==> src/rtl/alu_pkg.sv <==
// Shared ALU datapath types: result flag bundle and add/subtract op-mode encoding.
package alu_pkg;

  typedef struct packed {
    logic cout;
    logic overflow;
    logic zero;
  } alu_flags_t;

  localparam logic OP_ADD = 1'b0;
  localparam logic OP_SUB = 1'b1;

endpackage

==> src/rtl/pipelined_adder_if.sv <==
// Operand/result handshake bundle for pipelined_adder; master drives operands and out_ready.
interface pipelined_adder_if #(
  parameter int WIDTH = 32
);
  logic             in_valid;
  logic             in_ready;
  logic [WIDTH-1:0] a;
  logic [WIDTH-1:0] b;
  logic             cin;
  logic             sub;
  logic             out_valid;
  logic             out_ready;
  logic [WIDTH-1:0] sum;
  logic             cout;
  logic             overflow;
  logic             zero;

  modport master (
    output in_valid, a, b, cin, sub, out_ready,
    input  in_ready, out_valid, sum, cout, overflow, zero
  );

  modport slave (
    input  in_valid, a, b, cin, sub, out_ready,
    output in_ready, out_valid, sum, cout, overflow, zero
  );
endinterface

==> src/rtl/adder_segment.sv <==
// SEG-bit ripple adder built from fulladder cells; combinational, no handshake.
// cmsb is the carry into the top bit, paired with cout for signed-overflow detection.
module adder_segment #(
  parameter int SEG = 8
) (
  input  logic [SEG-1:0] a,
  input  logic [SEG-1:0] b,
  input  logic           cin,
  output logic [SEG-1:0] sum,
  output logic           cout,
  output logic           cmsb
);
  logic [SEG:0] c;

  assign c[0] = cin;

  for (genvar i = 0; i < SEG; i++) begin : g_bit
    fulladder u_fa (
      .a    (a[i]),
      .b    (b[i]),
      .cin  (c[i]),
      .s    (sum[i]),
      .cout (c[i+1])
    );
  end

  assign cout = c[SEG];
  assign cmsb = c[SEG-1];
endmodule

==> src/rtl/fulladder.sv <==
// Single-bit full adder cell; purely combinational.
module fulladder (
  input  logic a,
  input  logic b,
  input  logic cin,
  output logic s,
  output logic cout
);
  assign s    = a ^ b ^ cin;
  assign cout = (a & b) | (cin & (a ^ b));
endmodule

==> src/rtl/pipelined_adder.sv <==
// WIDTH-bit add/subtract, one SEG-bit carry segment per stage; result registered STAGES cycles after acceptance.
// Any output stall freezes every stage (in_ready = !out_valid || out_ready); bubbles are not squeezed.
module pipelined_adder
  import alu_pkg::*;
#(
  parameter int WIDTH = 32,
  parameter int SEG   = 8
) (
  input  logic             clk,
  input  logic             reset,
  pipelined_adder_if.slave io
);
  localparam int STAGES = WIDTH / SEG;

  logic              adv;
  logic [STAGES-1:0] v_q;
  logic [WIDTH-1:0]  a_q [STAGES];
  logic [WIDTH-1:0]  b_q [STAGES];
  logic [WIDTH-1:0]  s_q [STAGES];
  logic              c_q [STAGES];
  alu_flags_t        flags_q;

  logic              v_in   [STAGES];
  logic              c_in   [STAGES];
  logic              seg_co [STAGES];
  logic              seg_cm [STAGES];
  logic [WIDTH-1:0]  a_in   [STAGES];
  logic [WIDTH-1:0]  b_in   [STAGES];
  logic [WIDTH-1:0]  s_in   [STAGES];
  logic [WIDTH-1:0]  s_nxt  [STAGES];
  logic [SEG-1:0]    seg_sum[STAGES];

  for (genvar k = 0; k < STAGES; k++) begin : g_stage
    if (k == 0) begin : g_head
      // Subtract is folded into an add: a + ~b + ~cin.
      assign v_in[k] = io.in_valid;
      assign a_in[k] = io.a;
      assign b_in[k] = (io.sub == OP_ADD) ? io.b : ~io.b;
      assign c_in[k] = (io.sub == OP_SUB) ? ~io.cin : io.cin;
      assign s_in[k] = '0;
    end else begin : g_body
      assign v_in[k] = v_q[k-1];
      assign a_in[k] = a_q[k-1];
      assign b_in[k] = b_q[k-1];
      assign c_in[k] = c_q[k-1];
      assign s_in[k] = s_q[k-1];
    end

    adder_segment #(.SEG(SEG)) u_seg (
      .a    (a_in[k][k*SEG +: SEG]),
      .b    (b_in[k][k*SEG +: SEG]),
      .cin  (c_in[k]),
      .sum  (seg_sum[k]),
      .cout (seg_co[k]),
      .cmsb (seg_cm[k])
    );

    // Bits above the completed segments are still zero, so OR-ing in place is enough.
    assign s_nxt[k] = s_in[k] | (WIDTH'(seg_sum[k]) << (k * SEG));
  end

  assign adv = ~v_q[STAGES-1] | io.out_ready;

  always_ff @(posedge clk or posedge reset) begin
    if (reset) begin
      v_q     <= '0;
      flags_q <= '0;
      for (int k = 0; k < STAGES; k++) begin
        a_q[k] <= '0;
        b_q[k] <= '0;
        s_q[k] <= '0;
        c_q[k] <= 1'b0;
      end
    end else if (adv) begin
      for (int k = 0; k < STAGES; k++) begin
        v_q[k] <= v_in[k];
        a_q[k] <= a_in[k];
        b_q[k] <= b_in[k];
        s_q[k] <= s_nxt[k];
        c_q[k] <= seg_co[k];
      end
      flags_q.cout     <= seg_co[STAGES-1];
      flags_q.overflow <= seg_co[STAGES-1] ^ seg_cm[STAGES-1];
      flags_q.zero     <= ~|s_nxt[STAGES-1];
    end
  end

  assign io.in_ready  = adv;
  assign io.out_valid = v_q[STAGES-1];
  assign io.sum       = s_q[STAGES-1];
  assign io.cout      = flags_q.cout;
  assign io.overflow  = flags_q.overflow;
  assign io.zero      = flags_q.zero;
endmodule

==> src/flat_wrapper.sv <==
// flat-port wrapper written by rule: the top's interface ports become plain ports
module pipelined_adder_flat import alu_pkg::*;
#(
  parameter int WIDTH = 32,
  parameter int SEG   = 8
)
  (clk, reset, io_in_valid, io_a, io_b, io_cin, io_sub, io_out_ready, io_in_ready, io_out_valid, io_sum, io_cout, io_overflow, io_zero);
  pipelined_adder_if #(.WIDTH(WIDTH)) io_i ();
  input  logic clk;
  input  logic reset;
  input wire logic [$bits(io_i.in_valid)-1:0] io_in_valid;
  input wire logic [$bits(io_i.a)-1:0] io_a;
  input wire logic [$bits(io_i.b)-1:0] io_b;
  input wire logic [$bits(io_i.cin)-1:0] io_cin;
  input wire logic [$bits(io_i.sub)-1:0] io_sub;
  input wire logic [$bits(io_i.out_ready)-1:0] io_out_ready;
  output wire logic [$bits(io_i.in_ready)-1:0] io_in_ready;
  output wire logic [$bits(io_i.out_valid)-1:0] io_out_valid;
  output wire logic [$bits(io_i.sum)-1:0] io_sum;
  output wire logic [$bits(io_i.cout)-1:0] io_cout;
  output wire logic [$bits(io_i.overflow)-1:0] io_overflow;
  output wire logic [$bits(io_i.zero)-1:0] io_zero;
  assign io_i.in_valid = io_in_valid;
  assign io_i.a = io_a;
  assign io_i.b = io_b;
  assign io_i.cin = io_cin;
  assign io_i.sub = io_sub;
  assign io_i.out_ready = io_out_ready;
  assign io_in_ready = io_i.in_ready;
  assign io_out_valid = io_i.out_valid;
  assign io_sum = io_i.sum;
  assign io_cout = io_i.cout;
  assign io_overflow = io_i.overflow;
  assign io_zero = io_i.zero;
  pipelined_adder #(.WIDTH(WIDTH), .SEG(SEG)) u_core (.clk(clk), .reset(reset), .io(io_i));
endmodule
==> config.mk <==
export PLATFORM = sky130hd
export DESIGN_NAME = pipelined_adder_flat
export DESIGN_NICKNAME = d
export VERILOG_FILES = /design/src/rtl/alu_pkg.sv /design/src/rtl/pipelined_adder_if.sv /design/src/rtl/adder_segment.sv /design/src/rtl/fulladder.sv /design/src/rtl/pipelined_adder.sv /design/src/flat_wrapper.sv
export SDC_FILE = /design/constraint.sdc
export NUM_CORES = 1
export LEC_CHECK = 0
export ABC_CLOCK_PERIOD_IN_PS = 13150
export CAP_MARGIN = 20
export CELL_PAD_IN_SITES_DETAIL_PLACEMENT = 0
export CELL_PAD_IN_SITES_GLOBAL_PLACEMENT = 2
export CORE_ASPECT_RATIO = 1.5
export CORE_MARGIN = 2
export CORE_UTILIZATION = 37
export DETAILED_ROUTE_END_ITERATION = 10
export GPL_TIMING_DRIVEN = 0
export PLACE_DENSITY_LB_ADDON = 0.1
export SLEW_MARGIN = 10
export SYNTH_ARGS = -nofsm -noshare
export SYNTH_HDL_FRONTEND = slang
export SYNTH_SLANG_ARGS = --single-unit
==> constraint.sdc <==
create_clock -name clk -period 13.15 [get_ports clk]
set_input_delay 2.63 -clock clk [delete_from_list [all_inputs] [get_ports clk]]
set_output_delay 2.63 -clock clk [all_outputs]
set_load 0.02 [all_outputs]
# == Word level (Yosys, flattened, before mapping) ==
# Index checks and enable logic that the tools add are counted.
# classes
n_reduce_logical,2
n_bitwise,168
n_mux,2
# op_table
cell,n
1-bit XOR,65
1-bit bitwise AND,64
1-bit OR,33
32-bit two-way mux,1
32-bit NOT,1
32-bit by 24-bit OR with 32-bit output,1
32-bit OR,1
32-bit OR reduction,1
8-bit by 16-bit OR with 16-bit output,1
1-bit NOT,2
1-bit zero test,1
1-bit two-way mux,1
# totals
ff_bits,306
input_bits,70

# == Depth between registers and ports, before layout ==
# logic_depth
ltp_word,19
depth_mapped,16
ltp_nobuf,16

# == Modules after synthesis ==
# A second synthesis with hierarchy kept.
# unflattened
cells_unflattened,840
area_unflattened_um2,8054.0
# modules_own_cells
module,instances,seq_area_each_um2,area_each_um2,cells_each
pipelined_adder,1,4654.5,7413.4,808
fulladder,32,0.0,20.0,1

# == Worst setup path before layout ==
# OpenSTA, ideal clock, no wires.
# synth_path
kind,in2reg
from,in io_sub
to,"reg u_core.s_q, in the netlist u_core.s_in[71]"
path_slack_ps,6719
setup_time_ps,117
cell_stages,14
arrival_ps,6314
n_path_buf,2
path_cell_list,buf_4 > buf_4 > xnor2_1 > fa_1 > fa_1 > fa_1 > fa_1 > fa_1 > fa_1 > fa_1 > inv_1 > fa_1 > nand2_1 > nand2_1
# synth_via
elab_chain_cells,17
# synth_lines
item,line_no,text
start: declaration,flat_wrapper.sv:15,input wire logic [$bits(io_i.sub)-1:0] io_sub;
32-bit two-way mux,pipelined_adder.sv:38,assign b_in[k] = (io.sub == OP_ADD) ? io.b : ~io.b;
1-bit XOR,fulladder.sv:10,assign cout = (a & b) | (cin & (a ^ b));
1-bit bitwise AND,fulladder.sv:10,
1-bit OR,fulladder.sv:10,
1-bit bitwise AND,fulladder.sv:10,
1-bit OR,fulladder.sv:10,
1-bit bitwise AND,fulladder.sv:10,
1-bit OR,fulladder.sv:10,
[2 not listed],--,
1-bit bitwise AND,fulladder.sv:10,
1-bit OR,fulladder.sv:10,
1-bit bitwise AND,fulladder.sv:10,
1-bit OR,fulladder.sv:10,
1-bit bitwise AND,fulladder.sv:10,
1-bit OR,fulladder.sv:10,
1-bit XOR *,fulladder.sv:9,assign s = a ^ b ^ cin;
net u_core.g_stage[0].u_seg.g_bit[7].u_fa.s,fulladder.sv:6,"output logic s,"
end signal: indexed assignment,pipelined_adder.sv:79,s_q[k] <= s_nxt[k];
end: declaration,pipelined_adder.sv:19,logic [WIDTH-1:0] s_q [STAGES];
# Mark *: on every way through the listed nets, which the timed path passes. The rest lies on a longest branch.
# A chain may end at the register's enable or synchronous reset.

# == Final worst setup path ==
# layout_path
from,in io_out_ready
to,out io_in_ready
# layout_via
elab_chain_cells,1
# layout_lines
item,line_no,text
start: declaration,flat_wrapper.sv:16,input wire logic [$bits(io_i.out_ready)-1:0] io_out_ready;
1-bit OR,pipelined_adder.sv:62,assign adv = ~v_q[STAGES-1] | io.out_ready;
end: declaration,flat_wrapper.sv:17,output wire logic [$bits(io_i.in_ready)-1:0] io_in_ready;
# No other way between the ends.

==> run summary <==
Clock power share: 0.220
Post-layout min period: 7.071 ns
Mux contribution to synthesized area: 0
# DRC: 0
Psw: 0.9447 mW
Total wire length: 19220 um
Vias in the first global route: 5964
Largest net degree at the start of global routing: 100
Final instance area: 10240 um^2
Post-synthesis cell type count: 21
Total track usage: 0.1808
CTS Buf Count: 17
Worst path slowest cell: clkdlybuf4s50_1
Clk buf depth: 2
Synth Area in Compound Gates: 0.04284
DRT iter0 DRCs: 283
CP cell instances: clkdlybuf4s50_1, nor2b_4, buf_6, inv_4, buf_6, buf_6, clkdlybuf4s50_1
TritonCTS clock tree: built
Cell taking the most area after synthesis: dfrtp_1
First drt pass iteration count: 4
Simple-gate portion of the synthesized area: 0.2144
Antenna violations before repair: 0
CP delay by family, top: buffers and inverters
Worst-path clk slew: 0.07 ns
Area Overhead vs Synth: 25.26%
Hold Worst Slack: 0.4629 ns
Count of clock tree sinks: 186
Placer congestion estimate: 0.7656
Mapped Area: 8178 um^2
Vias per cell: 4.385
Max-cap check violation count: 0
Core Area: 21720 um^2
Critical path buffers and inverters: 6
Final period util: 0.5377
Avg Inst Size Synth: 9.701 um^2
Fin cells: 1253
Post-CTS sizing: 0
Initial Util: 0.3765
Internal: 1.573 mW
Share of cells above drive strength 1: 0.09786
Area after DPL: 9604 um^2
Crit path capture type: output pin
CP arrival: 4.44 ns
Dpl cells: 1221
Yosys warnings: 0
Maximum VDD drop: 0.09692 mV
Synth Instances: 843
Die Ht: 186.1 um
Antenna Nets Post-Route: 0
Status: completed
# port buffers: 105
R2r setup slk: 8.86 ns
Synth async-reset ratio: 1.000
Clock Latency Late Sink: 0.44 ns
Postcts setup bufs: 0
Final Hold Viols: 0
Sequential power share: 0.389
Setup crit start kind: input port
Power Total: 2.517 mW
Most frequent cell after synthesis: nand2_1
Dpl hpwl: 14620 um
Clock Skews: 0.008331 ns
Synth Area in Adders: 0.07834
Gate power share: 0.391
Most used cell, CP: buf_6
Die X: 125.4 um
Rows: 66
Leakage: 4.994 nW
Global-route wire length before repair: 31860 um
Switching share of power: 0.3753
Avg WL per Cell: 15.34 um
Yosys reg bits: 186
Die Footprint: 23330 um^2
Pwr/cell area: 245.8 nW/um^2
Largest family of logic cells by synthesized area: simple AND/OR/NAND/NOR gates
Routed vias: 5494
Hold WC Path Type: register to register
Antenna diodes: 0
EDFF count, synth: 0
Hold buffer count at cts: 0
Root Buffer: clkbuf_16
Final Max Slew Viols: 0
WS Path Type: input port to output pin
Synth top area cells: dfrtp_1 57%, nand2_1 20%, fa_1 7.8%
Layout Nets: 1070
RSZ-0062 raised after global routing: no
GRT Residual Overflow: 0
Ys flop type: dfrtp_1
Setup TNS: 0 ns
Critical Path RT: 10.52 ns
Rel. slew slack: 0.4654
Crit-path max cell delay: 0.63 ns
XOR/XNOR share of the synthesized area: 0.03641
Max FO, Critical Path: 10
Htree depth: 4
Seq/Total Area, Yosys: 0.5692
Io pins: 107
Commonest cells in the netlist: 425 x nand2_1, 186 x dfrtp_1, 37 x o21ai_0
Synthesized net count: 945
FMAX: 0.1414 GHz
Post-synth top area share: 0.5692
Worst slew pin tran: 0.7945 ns
Final setup viols: 0
power groups by stage:
stage	Clock [mW]	Combinational, mW	Sequential, mW
2_1_floorplan	0	0.565	1.02
3_3_place_gp	0	0.993	0.990
3_5_place_dp	0	1.01	0.994
4_1_cts	0.570	1.01	0.984
5_1_grt	0.593	1.11	1.02
6_report	0.555	0.984	0.979
through the flow:
step,utilization,setup WS [ns]
5_1_grt,0.4717,6.029
6_report,0.4717,6.079
4_1_cts,0.4717,6.056
2_1_floorplan,-,5.463
3_3_place_gp,0.4406,2.749
3_5_place_dp,0.4422,6.058
cell families (layout without fill, tap and decap cells):
kind of cell	count (synthesis)	count (layout)
and+or+nand+nor	455	455
DFF	186	186
xor gates and xnor gates	34	34
AOI/OAI and AO/OA	56	56
adders and majority gates	32	32
buffers and inverters	80	218
registers in the layout, indices dropped and copies added (netlist names):
register and flops:
u_core.a_in 48, u_core.b_in 48, u_core.c_in 3, u_core.io.cout 1, u_core.io.overflow 1, u_core.io.sum 32, u_core.io.zero 1, u_core.s_in 48
u_core.v_q 4
layer usage:
layer | share of wire | up-vias | GRT usage
met1 | 0.42 | 2565 | 0.2118
li1 | - | 2825 | -
met3 | 0.023 | 21 | 0.03018
met4 | 0.022 | 0 | 0.06667
met5 | 0 | - | 0
met2 | 0.54 | 83 | 0.3328
path summary, 6_finish.rpt:
check                                              from                            to  cells after the start
min                        u_core.io.sum[5]$_DFFE_PP0P_  u_core.io.sum[5]$_DFFE_PP0P_                      2
max in group asynchronous                         reset   u_core.b_in[25]$_DFFE_PP0P_                      3
max                                        io_out_ready                   io_in_ready                      7
min reg2reg                u_core.io.sum[5]$_DFFE_PP0P_  u_core.io.sum[5]$_DFFE_PP0P_                      2
min in group asynchronous                         reset  u_core.io.sum[2]$_DFFE_PP0P_                      2
max reg2reg                  u_core.c_in[0]$_DFFE_PP0P_    u_core.io.zero$_DFFE_PP0P_                     16
cell type report:
cell class	count	area, um^2
Fill cell	2118	11470
Buffer	45	347.8
Clock inverter	15	214.0
Clock buffer	17	425.4
Timing Repair Buffer	106	1079
Inverter	35	141.4
Multi-Input combinational cell	577	3042
Tap cell	272	340.3
Sequential cell	186	4654
cells in the final DEF (no fill, tap or decap):
cell type,n
nand2_1,425
bufinv_16,4
fa_1,32
clkbuf_1,3
o31ai_1,1
clkinv_4,3
xnor2_1,30
inv_6,5
clkinv_2,1
buf_4,9
nor4_1,5
a21oi_2,18
inv_8,2
inv_1,33
nand4_1,2
nor2_1,18
nor4b_1,3
dfrtp_1,186
clkdlybuf4s50_1,105
buf_8,1
inv_4,1
xor2_1,4
buf_16,1
nand2b_1,1
clkinvlp_4,1
buf_6,15
clkbuf_16,17
o21ai_0,37
buf_2,17
nor2b_4,1
worst reg2reg max path, cell delays in order (launching register included):
cell and delay (ns):
dfrtp_1 0.37, inv_1 0.08, fa_1 0.18, inv_1 0.06, fa_1 0.46, fa_1 0.48, fa_1 0.42, inv_1 0.09
fa_1 0.17, inv_1 0.05, fa_1 0.47, fa_1 0.49, inv_1 0.10, fa_1 0.21, nor4b_1 0.24, nand4_1 0.12
o31ai_1 0.21
No activity file was read; power rests on OpenSTA's default activity.
